### src/rtl/alu_seq_ctrl_if.sv
// Command, register-file and ALU signal bundle for alu_seq_ctrl.
// The controller uses the master modport; the command source plus datapath use slave.
interface alu_seq_ctrl_if;
  logic        cmd_valid;
  logic        cmd_ready;
  logic [4:0]  cmd_op;
  logic [4:0]  cmd_rd;
  logic [4:0]  cmd_rs;
  logic [4:0]  cmd_rt;
  logic [4:0]  rf_ra;
  logic [31:0] rf_rd;
  logic        rf_we;
  logic [4:0]  rf_wa;
  logic [31:0] rf_wd;
  logic [31:0] alu_a;
  logic [31:0] alu_b;
  logic [4:0]  alu_op;
  logic [31:0] alu_out;
  logic        done;
  logic        err;
  logic        flag_zero;
  logic        flag_neg;

  modport master (
    input  cmd_valid, cmd_op, cmd_rd, cmd_rs, cmd_rt, rf_rd, alu_out,
    output cmd_ready, rf_ra, rf_we, rf_wa, rf_wd, alu_a, alu_b, alu_op,
           done, err, flag_zero, flag_neg
  );

  modport slave (
    output cmd_valid, cmd_op, cmd_rd, cmd_rs, cmd_rt, rf_rd, alu_out,
    input  cmd_ready, rf_ra, rf_we, rf_wa, rf_wd, alu_a, alu_b, alu_op,
           done, err, flag_zero, flag_neg
  );
endinterface

### src/rtl/alu_seq_ctrl.sv
// Read-rs / read-rt / execute / write-rd sequencer; result flags built only with ALU_SEQ_FLAGS_EN.
// WB (rf_we, done) lands 4 cycles after acceptance; cmd_ready is high only in IDLE, so one command per 5 cycles.
module alu_seq_ctrl #(
  parameter int N_OPS = 7
) (
  input  logic           clk,
  input  logic           rst,
  alu_seq_ctrl_if.master bus
);
  localparam logic [2:0] S_IDLE = 3'd0;
  localparam logic [2:0] S_RD_A = 3'd1;
  localparam logic [2:0] S_RD_B = 3'd2;
  localparam logic [2:0] S_EXEC = 3'd3;
  localparam logic [2:0] S_WB   = 3'd4;

  localparam logic [4:0] OP_NOP   = 5'd0;
  localparam logic [4:0] OP_LIMIT = 5'(N_OPS);

  logic [2:0]  state_q, state_d;
  logic [4:0]  op_q, op_d;
  logic [4:0]  rd_q, rd_d;
  logic [4:0]  rs_q, rs_d;
  logic [4:0]  rt_q, rt_d;
  logic [31:0] opa_q, opa_d;
  logic [31:0] opb_q, opb_d;
  logic [31:0] res_q, res_d;
  logic        op_illegal;

  assign op_illegal = (op_q >= OP_LIMIT);

  always_comb begin
    state_d = state_q;
    op_d    = op_q;
    rd_d    = rd_q;
    rs_d    = rs_q;
    rt_d    = rt_q;
    opa_d   = opa_q;
    opb_d   = opb_q;
    res_d   = res_q;
    case (state_q)
      S_IDLE: begin
        if (bus.cmd_valid) begin
          state_d = S_RD_A;
          op_d    = bus.cmd_op;
          rd_d    = bus.cmd_rd;
          rs_d    = bus.cmd_rs;
          rt_d    = bus.cmd_rt;
        end
      end
      S_RD_A: begin
        opa_d   = bus.rf_rd;
        state_d = S_RD_B;
      end
      S_RD_B: begin
        opb_d   = bus.rf_rd;
        state_d = S_EXEC;
      end
      S_EXEC: begin
        // Illegal ops never reach the register file, so force a clean zero result.
        res_d   = op_illegal ? 32'd0 : bus.alu_out;
        state_d = S_WB;
      end
      default: state_d = S_IDLE;
    endcase
  end

  always_ff @(posedge clk) begin
    if (rst) begin
      state_q <= S_IDLE;
      op_q    <= '0;
      rd_q    <= '0;
      rs_q    <= '0;
      rt_q    <= '0;
      opa_q   <= '0;
      opb_q   <= '0;
      res_q   <= '0;
    end else begin
      state_q <= state_d;
      op_q    <= op_d;
      rd_q    <= rd_d;
      rs_q    <= rs_d;
      rt_q    <= rt_d;
      opa_q   <= opa_d;
      opb_q   <= opb_d;
      res_q   <= res_d;
    end
  end

  assign bus.cmd_ready = (state_q == S_IDLE);
  assign bus.rf_ra     = (state_q == S_RD_A) ? rs_q :
                         (state_q == S_RD_B) ? rt_q : 5'd0;
  assign bus.alu_a     = (state_q == S_EXEC) ? opa_q : 32'd0;
  assign bus.alu_b     = (state_q == S_EXEC) ? opb_q : 32'd0;
  assign bus.alu_op    = (state_q == S_EXEC && !op_illegal) ? op_q : OP_NOP;
  assign bus.rf_we     = (state_q == S_WB) && !op_illegal && (op_q != OP_NOP);
  assign bus.rf_wa     = (state_q == S_WB) ? rd_q : 5'd0;
  assign bus.rf_wd     = (state_q == S_WB) ? res_q : 32'd0;
  assign bus.done      = (state_q == S_WB);
  assign bus.err       = (state_q == S_WB) && op_illegal;

`ifdef ALU_SEQ_FLAGS_EN
  logic zero_q, zero_d;
  logic neg_q, neg_d;

  // Flags follow the value being latched into the result register, so they hold until the next EXEC.
  always_comb begin
    zero_d = zero_q;
    neg_d  = neg_q;
    if (state_q == S_EXEC) begin
      zero_d = (res_d == 32'd0);
      neg_d  = res_d[31];
    end
  end

  always_ff @(posedge clk) begin
    if (rst) begin
      zero_q <= 1'b0;
      neg_q  <= 1'b0;
    end else begin
      zero_q <= zero_d;
      neg_q  <= neg_d;
    end
  end

  assign bus.flag_zero = zero_q;
  assign bus.flag_neg  = neg_q;
`else
  assign bus.flag_zero = 1'b0;
  assign bus.flag_neg  = 1'b0;
`endif
endmodule
### src/flat_wrapper.sv
// flat-port wrapper written by rule: the top's interface ports become plain ports
module alu_seq_ctrl_flat 
#(
  parameter int N_OPS = 7
)
  (clk, rst, bus_cmd_valid, bus_cmd_op, bus_cmd_rd, bus_cmd_rs, bus_cmd_rt, bus_rf_rd, bus_alu_out, bus_cmd_ready, bus_rf_ra, bus_rf_we, bus_rf_wa, bus_rf_wd, bus_alu_a, bus_alu_b, bus_alu_op, bus_done, bus_err, bus_flag_zero, bus_flag_neg);
  alu_seq_ctrl_if bus_i ();
  input  logic clk;
  input  logic rst;
  input wire logic [$bits(bus_i.cmd_valid)-1:0] bus_cmd_valid;
  input wire logic [$bits(bus_i.cmd_op)-1:0] bus_cmd_op;
  input wire logic [$bits(bus_i.cmd_rd)-1:0] bus_cmd_rd;
  input wire logic [$bits(bus_i.cmd_rs)-1:0] bus_cmd_rs;
  input wire logic [$bits(bus_i.cmd_rt)-1:0] bus_cmd_rt;
  input wire logic [$bits(bus_i.rf_rd)-1:0] bus_rf_rd;
  input wire logic [$bits(bus_i.alu_out)-1:0] bus_alu_out;
  output wire logic [$bits(bus_i.cmd_ready)-1:0] bus_cmd_ready;
  output wire logic [$bits(bus_i.rf_ra)-1:0] bus_rf_ra;
  output wire logic [$bits(bus_i.rf_we)-1:0] bus_rf_we;
  output wire logic [$bits(bus_i.rf_wa)-1:0] bus_rf_wa;
  output wire logic [$bits(bus_i.rf_wd)-1:0] bus_rf_wd;
  output wire logic [$bits(bus_i.alu_a)-1:0] bus_alu_a;
  output wire logic [$bits(bus_i.alu_b)-1:0] bus_alu_b;
  output wire logic [$bits(bus_i.alu_op)-1:0] bus_alu_op;
  output wire logic [$bits(bus_i.done)-1:0] bus_done;
  output wire logic [$bits(bus_i.err)-1:0] bus_err;
  output wire logic [$bits(bus_i.flag_zero)-1:0] bus_flag_zero;
  output wire logic [$bits(bus_i.flag_neg)-1:0] bus_flag_neg;
  assign bus_i.cmd_valid = bus_cmd_valid;
  assign bus_i.cmd_op = bus_cmd_op;
  assign bus_i.cmd_rd = bus_cmd_rd;
  assign bus_i.cmd_rs = bus_cmd_rs;
  assign bus_i.cmd_rt = bus_cmd_rt;
  assign bus_i.rf_rd = bus_rf_rd;
  assign bus_i.alu_out = bus_alu_out;
  assign bus_cmd_ready = bus_i.cmd_ready;
  assign bus_rf_ra = bus_i.rf_ra;
  assign bus_rf_we = bus_i.rf_we;
  assign bus_rf_wa = bus_i.rf_wa;
  assign bus_rf_wd = bus_i.rf_wd;
  assign bus_alu_a = bus_i.alu_a;
  assign bus_alu_b = bus_i.alu_b;
  assign bus_alu_op = bus_i.alu_op;
  assign bus_done = bus_i.done;
  assign bus_err = bus_i.err;
  assign bus_flag_zero = bus_i.flag_zero;
  assign bus_flag_neg = bus_i.flag_neg;
  alu_seq_ctrl #(.N_OPS(N_OPS)) u_core (.clk(clk), .rst(rst), .bus(bus_i));
endmodule
### config.mk
export PLATFORM = sky130hd
export DESIGN_NAME = alu_seq_ctrl_flat
export DESIGN_NICKNAME = d
export VERILOG_FILES = /design/src/rtl/alu_seq_ctrl_if.sv /design/src/rtl/alu_seq_ctrl.sv /design/src/flat_wrapper.sv
export SDC_FILE = /design/constraint.sdc
export NUM_CORES = 1
export LEC_CHECK = 0
export ABC_AREA = 1
export BUFFER_PORTS_ARGS = -buffer_cell sky130_fd_sc_hd__buf_2
export CORE_UTILIZATION = 40
export CTS_CLUSTER_DIAMETER = 200
export DETAILED_ROUTE_END_ITERATION = 6
export HOLD_SLACK_MARGIN = 0.12
export PLACE_DENSITY = 0.68
export REMOVE_ABC_BUFFERS = 1
export SYNTH_ARGS = -nofsm -noshare
export SYNTH_HDL_FRONTEND = slang
export SYNTH_SLANG_ARGS = --single-unit
export TNS_END_PERCENT = 20
### constraint.sdc
create_clock -name clk -period 1.5 [get_ports clk]
set_clock_uncertainty 0.1 [all_clocks]
set_input_delay 0 -clock clk [delete_from_list [all_inputs] [get_ports clk]]
set_output_delay 0 -clock clk [all_outputs]
set_load 0.1 [all_outputs]
==> results summary <==
Broken down by cell family, the worst path's largest delay share belongs to compound AO/OA/AOI/OAI gates. The root buffer cell chosen for the clock tree is sky130_fd_sc_hd__clkbuf_16. At the pin with the least slew margin, the transition time is 628.1 ps. The relative area change from synthesis to final layout is 108.5%. The launch instance of the worst register-to-register path is u_core.state_q[1].

The global-route wire length before repair came out at 33060 um. The worst path arrival time is 1940 ps. TritonCTS built the clock tree. The standard-cell row count came out at 40.

The relative slew slack is 58.13%. IR analysis of the VDD net gives a maximum drop of 0.6493 mV. The count of final setup violators is 153. The most used flip-flop cell after synthesis is sky130_fd_sc_hd__dfxtp_1. The met2 usage came out at 55.88%. Across the whole layout, storage elements account for 2394 um^2. The placed instances occupy a cell area of 7993 um^2.

In the post-synthesis netlist, the biggest area contributors are sky130_fd_sc_hd__dfxtp_1 47%, sky130_fd_sc_hd__a21oi_1 12%, sky130_fd_sc_hd__inv_1 8.6%. The highest achievable clock rate is 0.5673 GHz. The clock sink total came out at 119. The count of nets left with antenna violations once routing finished came out at 0. The min-delay analysis places its worst path in the category input port to flop. The worst path uses 117.5% of the clock period.

The total area of multi-input combinational cells is 2649 um^2. The worst flop-to-flop path endpoint is u_core.opa_q[2]. The run finished, with violations left. After floorplanning, the core was sized to cover 12160 um^2.

The number of buffers added on ports came out at 199. By instance count, the cell type seen most on the critical path is sky130_fd_sc_hd__buf_12. Traced cell by cell, the critical path runs through inv_2 -> nand3_2 -> buf_12 -> buf_12 -> o21ai_0 -> a21oi_1. The time the worst path needs with I/O delays and setup came out at 1763 ps. The pin count of the biggest net entering global routing came out at 66.

The total vias in the final route is 6501. The number of warning messages in the yosys log came out at 0. The number of filler cells placed in the layout is 522. The path with the worst hold slack has its endpoint at u_core.rs_q[4]. The effective utilization at floorplan came out at 41.40%. The cell depth of the worst flop-to-flop path came out at 6. The count of cells along the worst hold path came out at 4. The worst setup path is captured at a flop. The area enclosed by the die boundary came out at 13040 um^2.

From left edge to right edge, the die measures 114.2 um. The startpoint identified for the worst hold timing path is bus_cmd_rs[4]. In this run the deepest clock path goes through 2 buffers. Across the run, the number of max-cap violations was 0. The worst setup path is of the flop to flop kind. Global routing used 32.82% of the available tracks across all layers. The share of layout cells above drive strength 1 is 39.39%. The global-route congestion overflow total is 0. The placed wire-length estimate after detailed placement is 9895 um. For this block, the routed nets add up to 22980 um of wire. Setup repair after global routing could not meet its margin everywhere. The number of logic stages on the critical path including buffering came out at 6. Among all stages on the critical path, the largest delay is contributed by sky130_fd_sc_hd__dfxtp_4. The height of the chip is 114.2 um. The kind of start point of the critical path is a flop. The clock latency at the later pin of the worst-skew pair is 420 ps. In this run the worst path has a maximum fanout of 28. The most frequent cell after synthesis is sky130_fd_sc_hd__dfxtp_1. The post-synth design cell area came out at 5035 um^2. The share of the synthesized area in the top cell type is 47.32%. For this run, the register share of the synthesized area comes to 47.32%. The mean cell area of the mapped netlist came out at 7.061 um^2. The count of flip-flops with a built-in enable after synthesis is 0. For flop-to-flop paths, the worst setup slack is -260 ps. The number of primary I/O pins is 204. The design area is 10500 um^2. The number of unique standard cell types used by synthesis came out at 20. The share of flip-flops with an asynchronous set or reset after synthesis came out at 0%. The final number of max-transition violations came to 0.

The routed wirelength normalized by instance count came out at 19.44 um. The deepest level of the CTS H-tree is 4. The DRC violations left is 3. After the first detailed-routing iteration, the DRC count stood at 686. The placement-stage worst setup slack came out at 45.83 ps. The minimum setup slack in the final design is -262.6 ps.

Ranked by instance count, the synthesized netlist is headed by 119 x sky130_fd_sc_hd__dfxtp_1, 117 x sky130_fd_sc_hd__a21oi_1, 115 x sky130_fd_sc_hd__inv_1. The final reports fail on design-rule violations, negative setup slack. Adding up every negative setup slack in the final design gives -22950 ps. The standby leakage power is 3.827 nW.

The routing usage on met1 came out at 38.03%. For this design the ratio of total power to cell area is 887.4 nW/um^2. The synthesized instance count came out at 713. The post-synthesis register bit count is 119. The final net count is 1088.

The delay of the slowest critical-path stage is 360 ps. The average via count per standard cell is 5.500. The first-pass detailed-route iteration total is 7. Data on the critical path is required at its endpoint by 1670 ps. The met3 track demand over resource in global routing is 10.16%.

Final hold analysis gives a worst-case slack of 303.9 ps. The leading area contributor after synthesis is sky130_fd_sc_hd__dfxtp_1. The routability-driven placement congestion ratio is 0.7947. The number of global-route vias before repair came out at 6272. After clock tree synthesis, the clock-pin slew on the worst setup and hold paths is 60 ps.

The initial antenna violation count came out at 0. The layer flagged by global routing as most heavily used is met2. The number of buffers inserted during clock tree synthesis is 17.

The count of final hold-check violations is 0. The buffering stage count on the worst path with inverters included is 3.
-- worst max path at each step --
stage / start / to
after floorplan: u_core.state_q[2] / u_core.op_q[0]
after global placement: u_core.state_q[2] / bus_rf_we
after detailed placement: u_core.state_q[2] / u_core.opa_q[14]
after CTS: u_core.state_q[0] / bus_alu_a[17]
after global routing: u_core.state_q[1] / bus_alu_a[29]
final: u_core.state_q[1] / u_core.opa_q[2]
-- power by group --
part / switching [mW] / total (mW) / internal [mW]
logic: 1.05 / 1.69 / 0.639
clock network: 1.46 / 4.14 / 2.68
registers: 0.109 / 3.49 / 3.38
-- timing repair --
action                                  4_1_cts  5_1_grt
hold endpoints to repair                    119        0
setup buffers                                 4        2
hold buffers                                 86        0
pin swaps                                     3        8
endpoints found under the setup margin      113      166
cloned                                        6        4
gates resized for setup                     194       34
-- sequential cells by signal (all words and copies together) (netlist names) --
name / cells
u_core.rs_q: 5
u_core.state_q: 3
u_core.opa_q: 32
u_core.rd_q: 5
u_core.opb_q: 32
u_core.res_q: 32
u_core.op_q: 5
u_core.rt_q: 5
-- tightest hold or removal path, cell delays in order --
cell	delay, ps
sky130_fd_sc_hd__dlygate4sd3_1	530
sky130_fd_sc_hd__buf_2	120
sky130_fd_sc_hd__nand3_1	70
sky130_fd_sc_hd__a21oi_1	50
-- per-layer routing --
layer	vias to the layer above	share of wire [%]
met2	479	49
met4	0	4.0
met1	3079	36
li1	2851	-
met3	92	10
met5	-	0
-- stage by stage --
step	power (mW)	utilization (%)	std cells
2_1_floorplan	4.142	-	656
3_3_place_gp	4.634	65.72	1048
3_5_place_dp	4.664	65.72	1048
4_1_cts	9.090	84.49	1175
5_1_grt	9.593	86.32	1181
6_report	9.318	86.34	1182
-- layout make-up --
type / count / area share (%)
repair inverters: 1 / 0.08341
diodes: 1 / 0.02383
flip-flops and latches: 119 / 22.80
multi-input cells: 421 / 25.23
clock inverters: 9 / 1.192
clock buffers: 22 / 4.421
inverters: 116 / 4.266
repair buffers: 325 / 39.99
well taps: 168 / 2.002
-- cells in the final DEF (no fill, tap or decap), drive strengths merged --
master / count
conb: 4
bufinv: 3
buf: 235
diode: 1
clkinvlp: 2
inv: 117
bufbuf: 1
nand4: 32
nand2: 56
nand3: 29
a21oi: 117
o21ai: 70
clkbuf: 25
dlygate4sd3: 86
dfxtp: 119
nor2: 110
clkinv: 4
nor3: 3
-- cells by family after synthesis --
logic type	count (synthesis)	synth area share (%)
compound gates	187	18.59
buf+inv	176	14.14
flops	119	47.32
other cells	1	0.07448
simple gates	230	19.88
Power figures use the tool's default switching activity.
